**config.mk**
```make
export PLATFORM = sky130hd
export DESIGN_NAME = debug_pulse_sweep
export DESIGN_NICKNAME = d
export VERILOG_FILES = /design/src/rtl/debug_pulse_sweep.sv
export SDC_FILE = /design/constraint.sdc
export NUM_CORES = 1
export LEC_CHECK = 0
export BUFFER_PORTS_ARGS = -buffer_cell sky130_fd_sc_hd__buf_2
export CORE_MARGIN = 5
export CORE_UTILIZATION = 40
export DETAILED_ROUTE_END_ITERATION = 10
export RECOVER_POWER = 25
export SYNTH_ARGS = -nofsm -noshare
export SYNTH_HDL_FRONTEND = slang
export SYNTH_SLANG_ARGS = --single-unit
```
**constraint.sdc**
```tcl
create_clock -name clk -period 2.5 [get_ports clk]
set_clock_uncertainty 0.05 [all_clocks]
set_input_delay 0 -clock clk [delete_from_list [all_inputs] [get_ports clk]]
set_output_delay 0 -clock clk [all_outputs]
set_load 0.005 [all_outputs]
```
**src/rtl/debug_pulse_sweep.sv**
```systemverilog
// debug_pulse_sweep: alternating idle/fire frames emitting per-channel hit pulses of swept, fixed or random width
// Optional build macro: DEBUG_PULSE_LFSR_EN adds the LFSR-driven random-width mode (mode 2).
// Ports:
//   clk, rst      - clock, synchronous active-high reset
//   enable        - freezes the frame counter and suppresses hits when low
//   hit_enable    - permits firing; fire frames without it do not advance anything
//   mode          - 0 sweep, 1 fixed, 2 random (macro) else sweep, 3 sweep; sampled at frame boundary
//   fixed_width   - pulse width in fixed mode; sampled at frame boundary
//   hit           - registered one-hot hit pulse on the current channel
//   finished      - sticky flag once SWEEPS full sweeps have completed
//   cur_width     - active compare value
//   cur_ch        - channel that fires in the next fire frame
module debug_pulse_sweep #(
    parameter int PERIOD = 240,
    parameter int NUM_CH = 1,
    parameter int SWEEPS = 3,
    parameter int STEP   = 1,
    localparam int CW    = $clog2(PERIOD + 2),
    localparam int CHW   = $clog2(NUM_CH + 1),
    localparam int SCW   = $clog2(SWEEPS + 1)
) (
    input  logic              clk,
    input  logic              rst,
    input  logic              enable,
    input  logic              hit_enable,
    input  logic [1:0]        mode,
    input  logic [CW-1:0]     fixed_width,
    output logic [NUM_CH-1:0] hit,
    output logic              finished,
    output logic [CW-1:0]     cur_width,
    output logic [CHW-1:0]    cur_ch
);
    logic [CW-1:0]     cnt_q, cnt_d, sw_q, sw_d, fix_q, fix_d, cur_w;
    logic              phase_q, phase_d, fired_q, fired_d, fin_q, fin_d;
    logic [1:0]        mode_q, mode_d;
    logic [CHW-1:0]    ch_q, ch_d;
    logic [SCW-1:0]    sc_q, sc_d;
    logic [NUM_CH-1:0] hit_q, hit_d;
    logic              boundary, fire_ok, end_fire, is_fixed, is_sweep, last_ch;

    assign boundary = enable && cnt_q == CW'(PERIOD);
    assign fire_ok  = phase_q && enable && hit_enable && !fin_q;
    // a fire frame counts as fired if firing was permitted in any of its cycles
    assign end_fire = boundary && phase_q && (fired_q || fire_ok);
    assign is_fixed = mode_q == 2'd1;
    assign last_ch  = ch_q == CHW'(NUM_CH - 1);

`ifdef DEBUG_PULSE_LFSR_EN
    logic [15:0] lfsr_q, lfsr_d;
    logic        is_rand;
    logic [CW-1:0] rnd_w;

    assign is_rand  = mode_q == 2'd2;
    assign is_sweep = !is_fixed && !is_rand;
    assign rnd_w    = CW'(32'(lfsr_q) % PERIOD + 1);
    assign cur_w    = is_fixed ? fix_q : is_rand ? rnd_w : sw_q;
    // x^16+x^14+x^13+x^11+1, stepped once at the end of each random-mode fire frame
    assign lfsr_d   = (boundary && phase_q && is_rand)
                    ? {lfsr_q[14:0], lfsr_q[15] ^ lfsr_q[13] ^ lfsr_q[12] ^ lfsr_q[10]} : lfsr_q;

    always_ff @(posedge clk) begin
        if (rst) lfsr_q <= '1;
        else     lfsr_q <= lfsr_d;
    end
`else
    assign is_sweep = !is_fixed;
    assign cur_w    = is_fixed ? fix_q : sw_q;
`endif

    always_comb begin
        cnt_d   = enable ? (boundary ? '0 : cnt_q + 1'b1) : cnt_q;
        phase_d = boundary ? !phase_q : phase_q;
        mode_d  = boundary ? mode : mode_q;
        fix_d   = boundary ? fixed_width : fix_q;
        fired_d = boundary ? 1'b0 : (fired_q || fire_ok);
        hit_d   = (fire_ok && cnt_q < cur_w) ? NUM_CH'(1) << ch_q : '0;
        ch_d    = ch_q;
        sw_d    = sw_q;
        sc_d    = sc_q;
        fin_d   = fin_q;
        if (end_fire) begin
            ch_d = last_ch ? '0 : ch_q + 1'b1;
            if (is_sweep && last_ch) begin
                if (int'(sw_q) + STEP <= PERIOD) begin
                    sw_d = sw_q + CW'(STEP);
                end else begin
                    sw_d  = CW'(1);
                    sc_d  = sc_q + 1'b1;
                    fin_d = int'(sc_q) + 1 >= SWEEPS;
                end
            end
        end
    end

    always_ff @(posedge clk) begin
        if (rst) begin
            cnt_q   <= '0;
            phase_q <= 1'b0;
            mode_q  <= 2'd0;
            fix_q   <= '0;
            fired_q <= 1'b0;
            hit_q   <= '0;
            ch_q    <= '0;
            sw_q    <= CW'(1);
            sc_q    <= '0;
            fin_q   <= 1'b0;
        end else begin
            cnt_q   <= cnt_d;
            phase_q <= phase_d;
            mode_q  <= mode_d;
            fix_q   <= fix_d;
            fired_q <= fired_d;
            hit_q   <= hit_d;
            ch_q    <= ch_d;
            sw_q    <= sw_d;
            sc_q    <= sc_d;
            fin_q   <= fin_d;
        end
    end

    assign hit       = hit_q;
    assign finished  = fin_q;
    assign cur_width = cur_w;
    assign cur_ch    = ch_q;
endmodule

```
### After elaboration in Yosys (flattened, before gate mapping)

Cells that the tools add are included.

| storage, ports and cells | value |
|---|---|
| register bits | 33 |
| bits of input ports | 14 |
| word-level logic and storage cells | 45 |

| cells by class | value |
|---|---|
| add/sub/neg operators | 6 |
| $lt $le $gt $ge | 3 |
| equality and inequality tests | 2 |
| shift-type cells | 1 |
| multiplexer cells | 4 |
| bitwise gates (word level) | 3 |
| reductions and logical operators | 16 |

Operators by type and width:

| kind | count |
|---|---|
| $mux W8 | 3 |
| $add A8 B1 Y8 const B | 2 |
| $add A8 B1 Y9 const B | 1 |
| $le A9 B8 Y1 const B | 1 |
| $eq A8 B8 Y1 const B | 1 |
| $logic_and A1 B1 Y1 | 8 |
| $lt A8 B8 Y1 | 1 |
| $reduce_or A2 Y1 | 2 |
| $add A2 B1 Y3 const B | 1 |
| $ge A3 B2 Y1 const B | 1 |
| $logic_not A1 Y1 | 3 |
| $not A1 Y1 | 3 |
| $reduce_and A3 Y1 | 1 |
| $add A2 B1 Y2 const B | 1 |
| $eq A2 B1 Y1 const B | 1 |
| $reduce_and A2 Y1 | 1 |
| $add A1 B1 Y1 const B | 1 |
| $logic_or A1 B1 Y1 | 1 |
| $mux W1 | 1 |
| $shl A1 B1 Y1 const A | 1 |

### Longest topological paths before layout

Gate-level depths: netlist (run 1).

| depth | value |
|---|---|
| word-level depth | 6 |
| mapped depth | 9 |

### Worst setup path before layout (run 1)

Ideal clock, no wire load.

| timing path | value |
|---|---|
| kind | flip-flop to flip-flop |
| start | register sw_q[0] |
| end | register sc_q[1] |
| setup time | 0.091 ns |
| data arrival time | 2.043 ns |
| data required time | 2.359 ns |
| slack | 0.316 ns |
| stages on the path, launching flop included | 8 |
| buffers on the path | 0 |
| clock period less this slack | 2.184 ns |
| path through | dfxtp_1 -> ha_1 -> nand3_1 -> or3_1 -> a222oi_1 -> a21o_2 -> a21oi_1 -> a311oi_1 |

| on the way | value |
|---|---|
| longest elaborated chain between the ends | 4 |

RTL lines:

| what | RTL line | RTL |
|---|---|---|
| from (decl) | 33 | `logic [CW-1:0] cnt_q, cnt_d, sw_q, sw_d, fix_q, fix_d, cur_w;` |
| from (signal assigned) | 115 | `sw_q <= sw_d;` |
| $add A8 B1 Y9 | 84 | `if (int'(sw_q) + STEP <= PERIOD) begin` |
| $le A9 B8 Y1 | 84 |  |
| $not A1 Y1 (no source line) | n/a |  |
| $reduce_and A3 Y1 (no source line) | n/a |  |
| to (signal assigned) | 105 | `sc_q <= '0;` |
| to (signal assigned) | 116 | `sc_q <= sc_d;` |
| to (decl) | 37 | `logic [SCW-1:0] sc_q, sc_d;` |

Every way passes these cells.
A chain may end at the register's enable or synchronous reset.

### Final worst setup path (run 1)

Ends and elaborated chain as after synthesis.

==> results of run 1 <==
-- synth_stat cells, drive strengths merged, types with 2 or more instances --
cell | n | area (µm²)
a21o | 3 | 25.0
a21oi | 10 | 50.1
a311oi | 2 | 17.5
and2 | 3 | 18.8
and3 | 5 | 32.5
and4 | 3 | 26.3
buf | 5 | 30.0
clkbuf | 4 | 15.0
dfxtp | 32 | 641
ha | 12 | 150
inv | 11 | 41.3
mux2 | 3 | 33.8
mux2i | 15 | 150
nand2 | 11 | 41.3
nand3 | 7 | 35.0
nand3b | 3 | 22.5
nand4 | 7 | 43.8
nand4b | 2 | 17.5
nor2 | 25 | 93.8
nor2b | 2 | 20.0
nor4 | 3 | 33.8
o21ai | 6 | 30.0
or3 | 3 | 18.8
or4 | 2 | 15.0
xnor2 | 3 | 26.3
xor2 | 6 | 52.6
-- cells by family (layout without fill, tap and decap cells) --
logic type	count (synthesis)	in the layout	synth area share [%]
multiplexers	18	18	10.2
XOR/XNOR	9	9	4.36
AO/OA/AOI/OAI	30	30	10.8
AND/OR/NAND/NOR	81	81	25.9
adder cells (fa/ha/maj)	12	12	8.31
flip-flops	32	32	35.5
buffers and inverters	20	59	4.78
other	1	1	0.208
-- area by class of cell --
type / instances / share of cell area [%]
Multi-Input combinational cell: 151 / 49.7
Sequential cell: 32 / 29.5
Timing Repair Buffer: 40 / 11.9
Clock buffer: 8 / 4.14
Tap cell: 52 / 2.99
Inverter: 11 / 1.90
-- layout by cell type (no fill, tap or decap), types with 2 or more instances in the layout --
cell type | synthesis | routed
sky130_fd_sc_hd__dfxtp_1 | 32 | 32
sky130_fd_sc_hd__nor2_1 | 25 | 25
sky130_fd_sc_hd__buf_2 | 3 | 18
sky130_fd_sc_hd__mux2i_1 | 15 | 15
sky130_fd_sc_hd__ha_1 | 12 | 12
sky130_fd_sc_hd__inv_1 | 11 | 11
sky130_fd_sc_hd__nand2_1 | 11 | 11
sky130_fd_sc_hd__a21oi_1 | 10 | 10
sky130_fd_sc_hd__dlygate4sd3_1 | 0 | 10
sky130_fd_sc_hd__clkbuf_1 | 4 | 8
sky130_fd_sc_hd__nand4_1 | 7 | 7
sky130_fd_sc_hd__nand3_1 | 7 | 7
sky130_fd_sc_hd__xor2_1 | 6 | 6
sky130_fd_sc_hd__clkbuf_8 | 0 | 6
sky130_fd_sc_hd__buf_4 | 2 | 6
sky130_fd_sc_hd__and3_1 | 4 | 4
sky130_fd_sc_hd__nand3b_1 | 3 | 3
sky130_fd_sc_hd__and2_1 | 3 | 3
sky130_fd_sc_hd__or3_1 | 3 | 3
sky130_fd_sc_hd__o21ai_1 | 2 | 3
sky130_fd_sc_hd__and4_1 | 3 | 3
sky130_fd_sc_hd__xnor2_1 | 3 | 3
sky130_fd_sc_hd__o21ai_0 | 4 | 3
sky130_fd_sc_hd__mux2_1 | 0 | 2
sky130_fd_sc_hd__nand4b_1 | 2 | 2
sky130_fd_sc_hd__nor4_1 | 2 | 2
sky130_fd_sc_hd__a21o_2 | 2 | 2
sky130_fd_sc_hd__or4_1 | 2 | 2
sky130_fd_sc_hd__a311oi_1 | 2 | 2
-- what timing repair did --
action	in CTS	in global routing
gates resized for setup	0	1
hold buffers	10	0
endpoints found under the hold margin	10	0
buffers inserted	0	1
endpoints found under the setup margin	0	10
-- per-stage QoR --
stage	TNS, ps	worst slack, ps	util, %
after floorplan	0	316	-
after global placement	0	229	45.6
final	0	155	49.9
after CTS	0	163	50.0
after global routing	-43.2	-24.2	49.9
after detailed placement	0	185	45.6
-- metal layers --
metal	vias up	wire length, µm	track usage (%)
met1	673	2080	21.3
met2	40	1600	19.7
met4	0	52	4.12
met5	-	0	0
met3	6	244	4.33
li1	800	-	-
-- worst max path at each step --
stage / end / slack [ps]
after floorplan: sc_q[1] / 320
after global placement: sc_q[1] / 230
after detailed placement: sc_q[1] / 180
after CTS: sc_q[1] / 160
after global routing: finished / -20
final: sc_q[1] / 150
-- flip-flops by register name, indices dropped and copies added, names as in the netlist, 2 cells and up --
signal and count:
mode_q 2, fix_q 8, cnt_q 8, sc_q 2, sw_q 8
-- worst max-delay path, cell delays in order (launching register included) --
cell and delay (ps):
sky130_fd_sc_hd__dfxtp_1 430, sky130_fd_sc_hd__ha_1 260, sky130_fd_sc_hd__nand3_1 120, sky130_fd_sc_hd__or3_1 320, sky130_fd_sc_hd__a222oi_1 370, sky130_fd_sc_hd__buf_4 190, sky130_fd_sc_hd__a21o_2 180, sky130_fd_sc_hd__a21oi_1 80
sky130_fd_sc_hd__a311oi_1 250
-- power groups by stage --
stage | combinational, W | sequential [W] | clock, W
final | 0.0000548 | 0.000518 | 0.000413
after global routing | 0.0000631 | 0.000518 | 0.000443
after CTS | 0.0000548 | 0.000517 | 0.000425
after detailed placement | 0.0000426 | 0.000529 | 0
after global placement | 0.0000434 | 0.000529 | 0
after floorplan | 0.0000291 | 0.000528 | 0
==> results.txt, run 1 <==
* Area of placed instances: 1990 µm²
- Share of power burned in combinational logic: 5.6%
- DRC Markers: 0
- The worst hold path was traced through 3 stages.
* Clock Pin Slew Worst Setup and Hold Paths: 70 ps
- The floorplan step defined a die boundary enclosing 5960 µm².
- Entering global routing, the biggest net connects 30 pins.
- Number of instances in the placed design: 275
* Residual antenna-violating net count after detailed routing: 0
- Net count after synthesis: 229
* Worst min-delay path class: primary input to register
* Vias per inst: 5.17
- Number of antenna violations at the first check in global routing: 0
* Count of fill cells added during filler insertion: 411
* Flop pwr share: 52.5%
- The floorplan has 24 rows.
- Overall power consumption: 0.000985 W
- In this run the cell area of the synthesized design comes to 1810 µm².
- The HPWL after detailed placement is 2.91 mm.
* Drt first pass iters: 4
- Number of design-rule violations left by the first detailed-router iteration: 84
- The initial utilization of the core area, before any placement, comes to 41.5%.
- During I/O placement, the number of pins put on the boundary was 25.
- The startpoint identified for the worst register-to-register timing path is sw_q[0].
- At the worst endpoint, the required time is 2640 ps.
* Relative max-transition margin: 65.6%
* Worst setup path start: sw_q[0]
* Path type of the worst setup path: register to register
- Gate count after technology mapping: 203
- Leakage: 0.924 nW
- CTS root buf: sky130_fd_sc_hd__clkbuf_8
- The run finished with clean final reports.
* Switching pwr: 0.000218 W
* Hold path start: enable
- Clock buffers created by TritonCTS: 5
- Register-to-register setup slack: 150 ps
- Number of slew-limit violations in the final report: 0
- Number of cells traversed by the worst register-to-register path: 8
- STA classifies the critical path startpoint as a register.
- In this run the critical register-to-register path is captured at sc_q[1].
* Avg Inst Size Synth: 8.90 µm²
* Share of total power in the clock network: 41.9%
- The detailed router placed 1519 vias in this run.
- Based on the critical path, the design can be clocked at up to 426 MHz.
* Vias in the first global route: 1443
- CP Data Arrival Time: 2480 ps
* Fraction of the yosys area taken by sequential cells: 35.5%
* IR drop worst, VDD: 0.000275 V
* Number of buffers between clock root and the deepest sink: 2
- 0 antenna diodes ended up in the layout.
* DRT Wirelength: 3.98 mm
- Number of synthesized flops with an enable pin: 0
- Across the whole layout, storage elements account for 641 µm².
- Leaving out filler cells and counting taps, the final layout contains 294.
* Final design area excluding fillers: 2170 µm²
- Summing all multi-input logic gate instances after layout gives 1080 µm².
* Critical path capture point type: register
* Total congestion overflow after global routing: 0
- In the global route stage, overall resource usage came out at 14.4%.
- In the final layout, the share of cells above drive strength 1 is 16.1%.
* Synth unique cells: 47
- Global-route wire length before repair: 7.02 mm
* Shortest clock period the worst path allows after layout: 2350 ps
- Count of synthesis-stage warnings from yosys: 0
- Peak fanout along the critical path: 7
- The total area inside the core boundary comes to 4350 µm².
- The floorplan step set the die width to 77.2 µm.
- After detailed routing, the average wire length per cell comes to 13.5 µm.
* Seq cells post-synth: 32
* Clock tree from TritonCTS: yes
- Signed area change from the synthesized netlist to the final layout: 20.4%
* Net count reported at finish: 267
- IO buf count: 23
- Insertion delay of the later-clocked pin in the worst-skew pair: 280 ps
- The count of endpoints failing hold in the final timing report is 0.
- On the final layout, the worst hold slack is 29.6 ps.
- Power spread over the standard cell area amounts to 453 nW/µm².
- The die is 77.2 µm tall.
- # clock sinks: 32
- Setup violations remaining at the end of the flow were counted as 0.
- In the synthesized netlist the dominant register cell turns out to be sky130_fd_sc_hd__dfxtp_1.
- The internal portion of the total power is 0.000767 W.
- At the pin with the least slew margin, the transition time is 513 ps.
- The H-tree was split into 2 levels.
- Net switching is 22.1% of the power.
- MaxCap Viol Count: 0
* Ys async rst share: 0%
- Last weighted congestion value of the routability-driven placer: 0.826
* Post-route fraction of the period consumed by the critical path: 93.8%
* Hold-critical path endpoint: cnt_q[0]
No activity file was read; power rests on OpenSTA's default activity.
==> inputs of run 2 (changes only) <==
--- a/config.mk
+++ b/config.mk
@@ -10,6 +10,7 @@
 export CORE_UTILIZATION = 40
 export DETAILED_ROUTE_END_ITERATION = 10
 export RECOVER_POWER = 25
+export REMOVE_ABC_BUFFERS = 1
 export SYNTH_ARGS = -nofsm -noshare
 export SYNTH_HDL_FRONTEND = slang
 export SYNTH_SLANG_ARGS = --single-unit
==> run 2 against run 1 <==
Fmax grew 0.81%. Clock power down 2%. Critical path depth rose by 1. Critical path type unchanged.
==> results.txt, run 2 (synthesis gave the netlist of run 1 again) <==
- The net count of the finished layout is 268.
- DRC Markers: 0
* Clock buffers created by TritonCTS: 5
- Chip height: 77.2 µm
- OpenSTA, run right after detailed placement, puts the worst setup slack at 166 ps.
- Shortest clock period the worst path allows after layout: 2330 ps
* Share of total power in the clock network: 41.4%
* Total setup violations reported at the end of the flow: 0
- Critical-path top delay cell: sky130_fd_sc_hd__or4_1
- The number of max-slew violations in the final report is 0.
* Number of instances in the placed design: 276
* Path type of the worst setup path: register to register
* Final total negative setup slack: 0 ps
- The most numerous cell type found on the critical path is sky130_fd_sc_hd__buf_4.
* Total congestion overflow after global routing: 0
- Net switching is 21.4% of the power.
- Clock Pin Slew Worst Setup and Hold Paths: 60 ps
- Global routing consumed, over all layers together, 14.5% of the routing resources.
* Relative max-transition margin: 65.1%
- Global-route wire length before repair: 7.03 mm
- Via count of the routed design: 1557
* IO Count: 25
- In this run the static leakage power is 0.930 nW.
- ANT cells: 0
- In the final layout, the share of cells above drive strength 1 is 16.0%.
- The first detailed-routing pass took 4 iterations.
* IR drop worst, VDD: 0.000352 V
* Critical path data required time: 2660 ps
- DRT Wirelength: 4.10 mm
* Cell internal power dissipation: 0.000767 W
- Peak per-stage delay on the critical path: 460 ps
- In this run the core area contains 24 standard-cell rows.
- Last weighted congestion value of the routability-driven placer: 0.856
- Excluding fillers, the count of instances in the completed layout stands at 295.
* Nature of the critical path startpoint: register
- In the layout the commonest cells are sky130_fd_sc_hd__dfxtp_1, sky130_fd_sc_hd__nor2_1, sky130_fd_sc_hd__buf_2, sky130_fd_sc_hd__mux2i_1, sky130_fd_sc_hd__ha_1.
- Data arrives at the worst endpoint at 2490 ps.
- Flop pwr share: 53.0%
* Vias in the first global route: 1492
- Die width: 77.2 µm
- Once detailed placement completed, the half-perimeter wirelength came to 2.94 mm.
* Insertion delay of the later-clocked pin in the worst-skew pair: 280 ps
* Outcome: complete, no violations
* Residual antenna-violating net count after detailed routing: 0
- Using the TritonRoute via totals, the vias-per-cell ratio works out to 5.28.
* Power density cells: 448 nW/µm²
- The tree is rooted in a sky130_fd_sc_hd__clkbuf_8.
- Combinational cells account for 5.6% of the total power.
* Critical path capture point type: register
- Largest net degree at the start of global routing: 30
- Leading cell type in the layout, fill and taps excluded: sky130_fd_sc_hd__dfxtp_1
* CTS H-tree depth: 2
- IO buf count: 23
* Number of antenna violations at the first check in global routing: 0
- The worst hold path belongs to the class primary input to register.
* Endpoints failing hold: 0
- Switching pwr: 0.000209 W
- The region available for standard cell placement spans 4350 µm².
- Transition time of the tightest slew-check pin: 523 ps
- Along the worst path, the maximum fanout reaches 7.
- Min setup slack post-route: 174 ps
* Signed area change from the synthesized netlist to the final layout: 20.6%
- Die Area: 5960 µm²
* MaxCap Viol Count: 0
* Register-to-register setup slack: 170 ps
- Clock tree from TritonCTS: yes
- Top flop regs: cnt_q: 8 flops, fix_q: 8 flops, sw_q: 8 flops
- Unrepaired setup endpoints after global routing: no
* Effective utilization at floorplan: 41.5%
* Cells traversed along the worst timing path: ha_1 > nand3_1 > o21ai_0 > a222oi_1 > buf_4 > buf_4 > and2_1 > or4_1 > a21oi_1
- In the finished design, the share of the clock period the worst path needs comes to 93.0%.
- Wirelength per Cell: 13.9 µm
* Maximum clock frequency: 430 MHz
- The first routing iteration left 135 violations.
- Number of buffers between clock root and the deepest sink: 2
- # clock sinks: 32
-- run 2: changes by cell type in the layout (fill, tap and decap cells not counted), sizes merged --
cell,before,now
buf,24,25
-- run 2: worst paths after layout --
kind,start,to,cells after the start
min,enable,cnt_q[0],3
max reg2reg,sw_q[0],sw_q[5],9
max,sw_q[0],sw_q[5],9
min reg2reg,mode_q[1],mode_q[1],2
-- run 2: cell type report --
| cell class | instances | area, µm² |
|---|---|---|
| inverter | 11 | 41.3 |
| clock buffer | 8 | 90.1 |
| tap | 52 | 65.1 |
| timing repair buffer | 41 | 263 |
| fill | 427 | 2170 |
| sequential | 32 | 641 |
| multi-input combinational | 151 | 1080 |
-- run 2: critical path: cells and delay by family (launching register included) --
kind / cells / cell delay (ps)
DFF: 1 / 430
and+or+nand+nor: 3 / 720
buffers and inverters: 2 / 290
AOI/OAI and AO/OA: 3 / 500
adders and majority gates: 1 / 270
-- run 2: timing repair --
| action | CTS | global route |
|---|---|---|
| gates resized for setup | 0 | 0 |
| hold buffers | 10 | 0 |
| setup buffers | 0 | 1 |
| endpoints found under the hold margin | 10 | 0 |
| endpoints found under the setup margin | 0 | 8 |
-- run 2: per-stage QoR --
stage | util, % | area, µm² | hold WS [ps] | power [W]
finish | 50.1 | 2180 | 43.1 | 0.000976
global route | 50.1 | 2180 | 66.2 | 0.00102
CTS | 50.2 | 2180 | 40.5 | 0.000990
detailed placement | 45.8 | 1990 | 195 | 0.000573
global placement | 45.8 | 1990 | 186 | 0.000571
floorplan | - | 1760 | 19.1 | 0.000548
-- run 2: power by group through the flow --
stage                     clock network (W)  registers (W)  logic (W)
final                              0.000404       0.000518  0.0000548
after global routing               0.000440       0.000517  0.0000627
after CTS                          0.000416       0.000517  0.0000558
after detailed placement                  0       0.000529  0.0000437
after global placement                    0       0.000529  0.0000423
after floorplan                           0       0.000528  0.0000197
-- run 2: metal layers --
layer  track usage (%)  wire (µm)  vias to the layer above
met2              20.5       1730                       51
met3              6.09        268                        2
met1              19.9       2080                      696
met4              4.47         26                        0
met5                 0          0                        -
li1                  -          -                      808
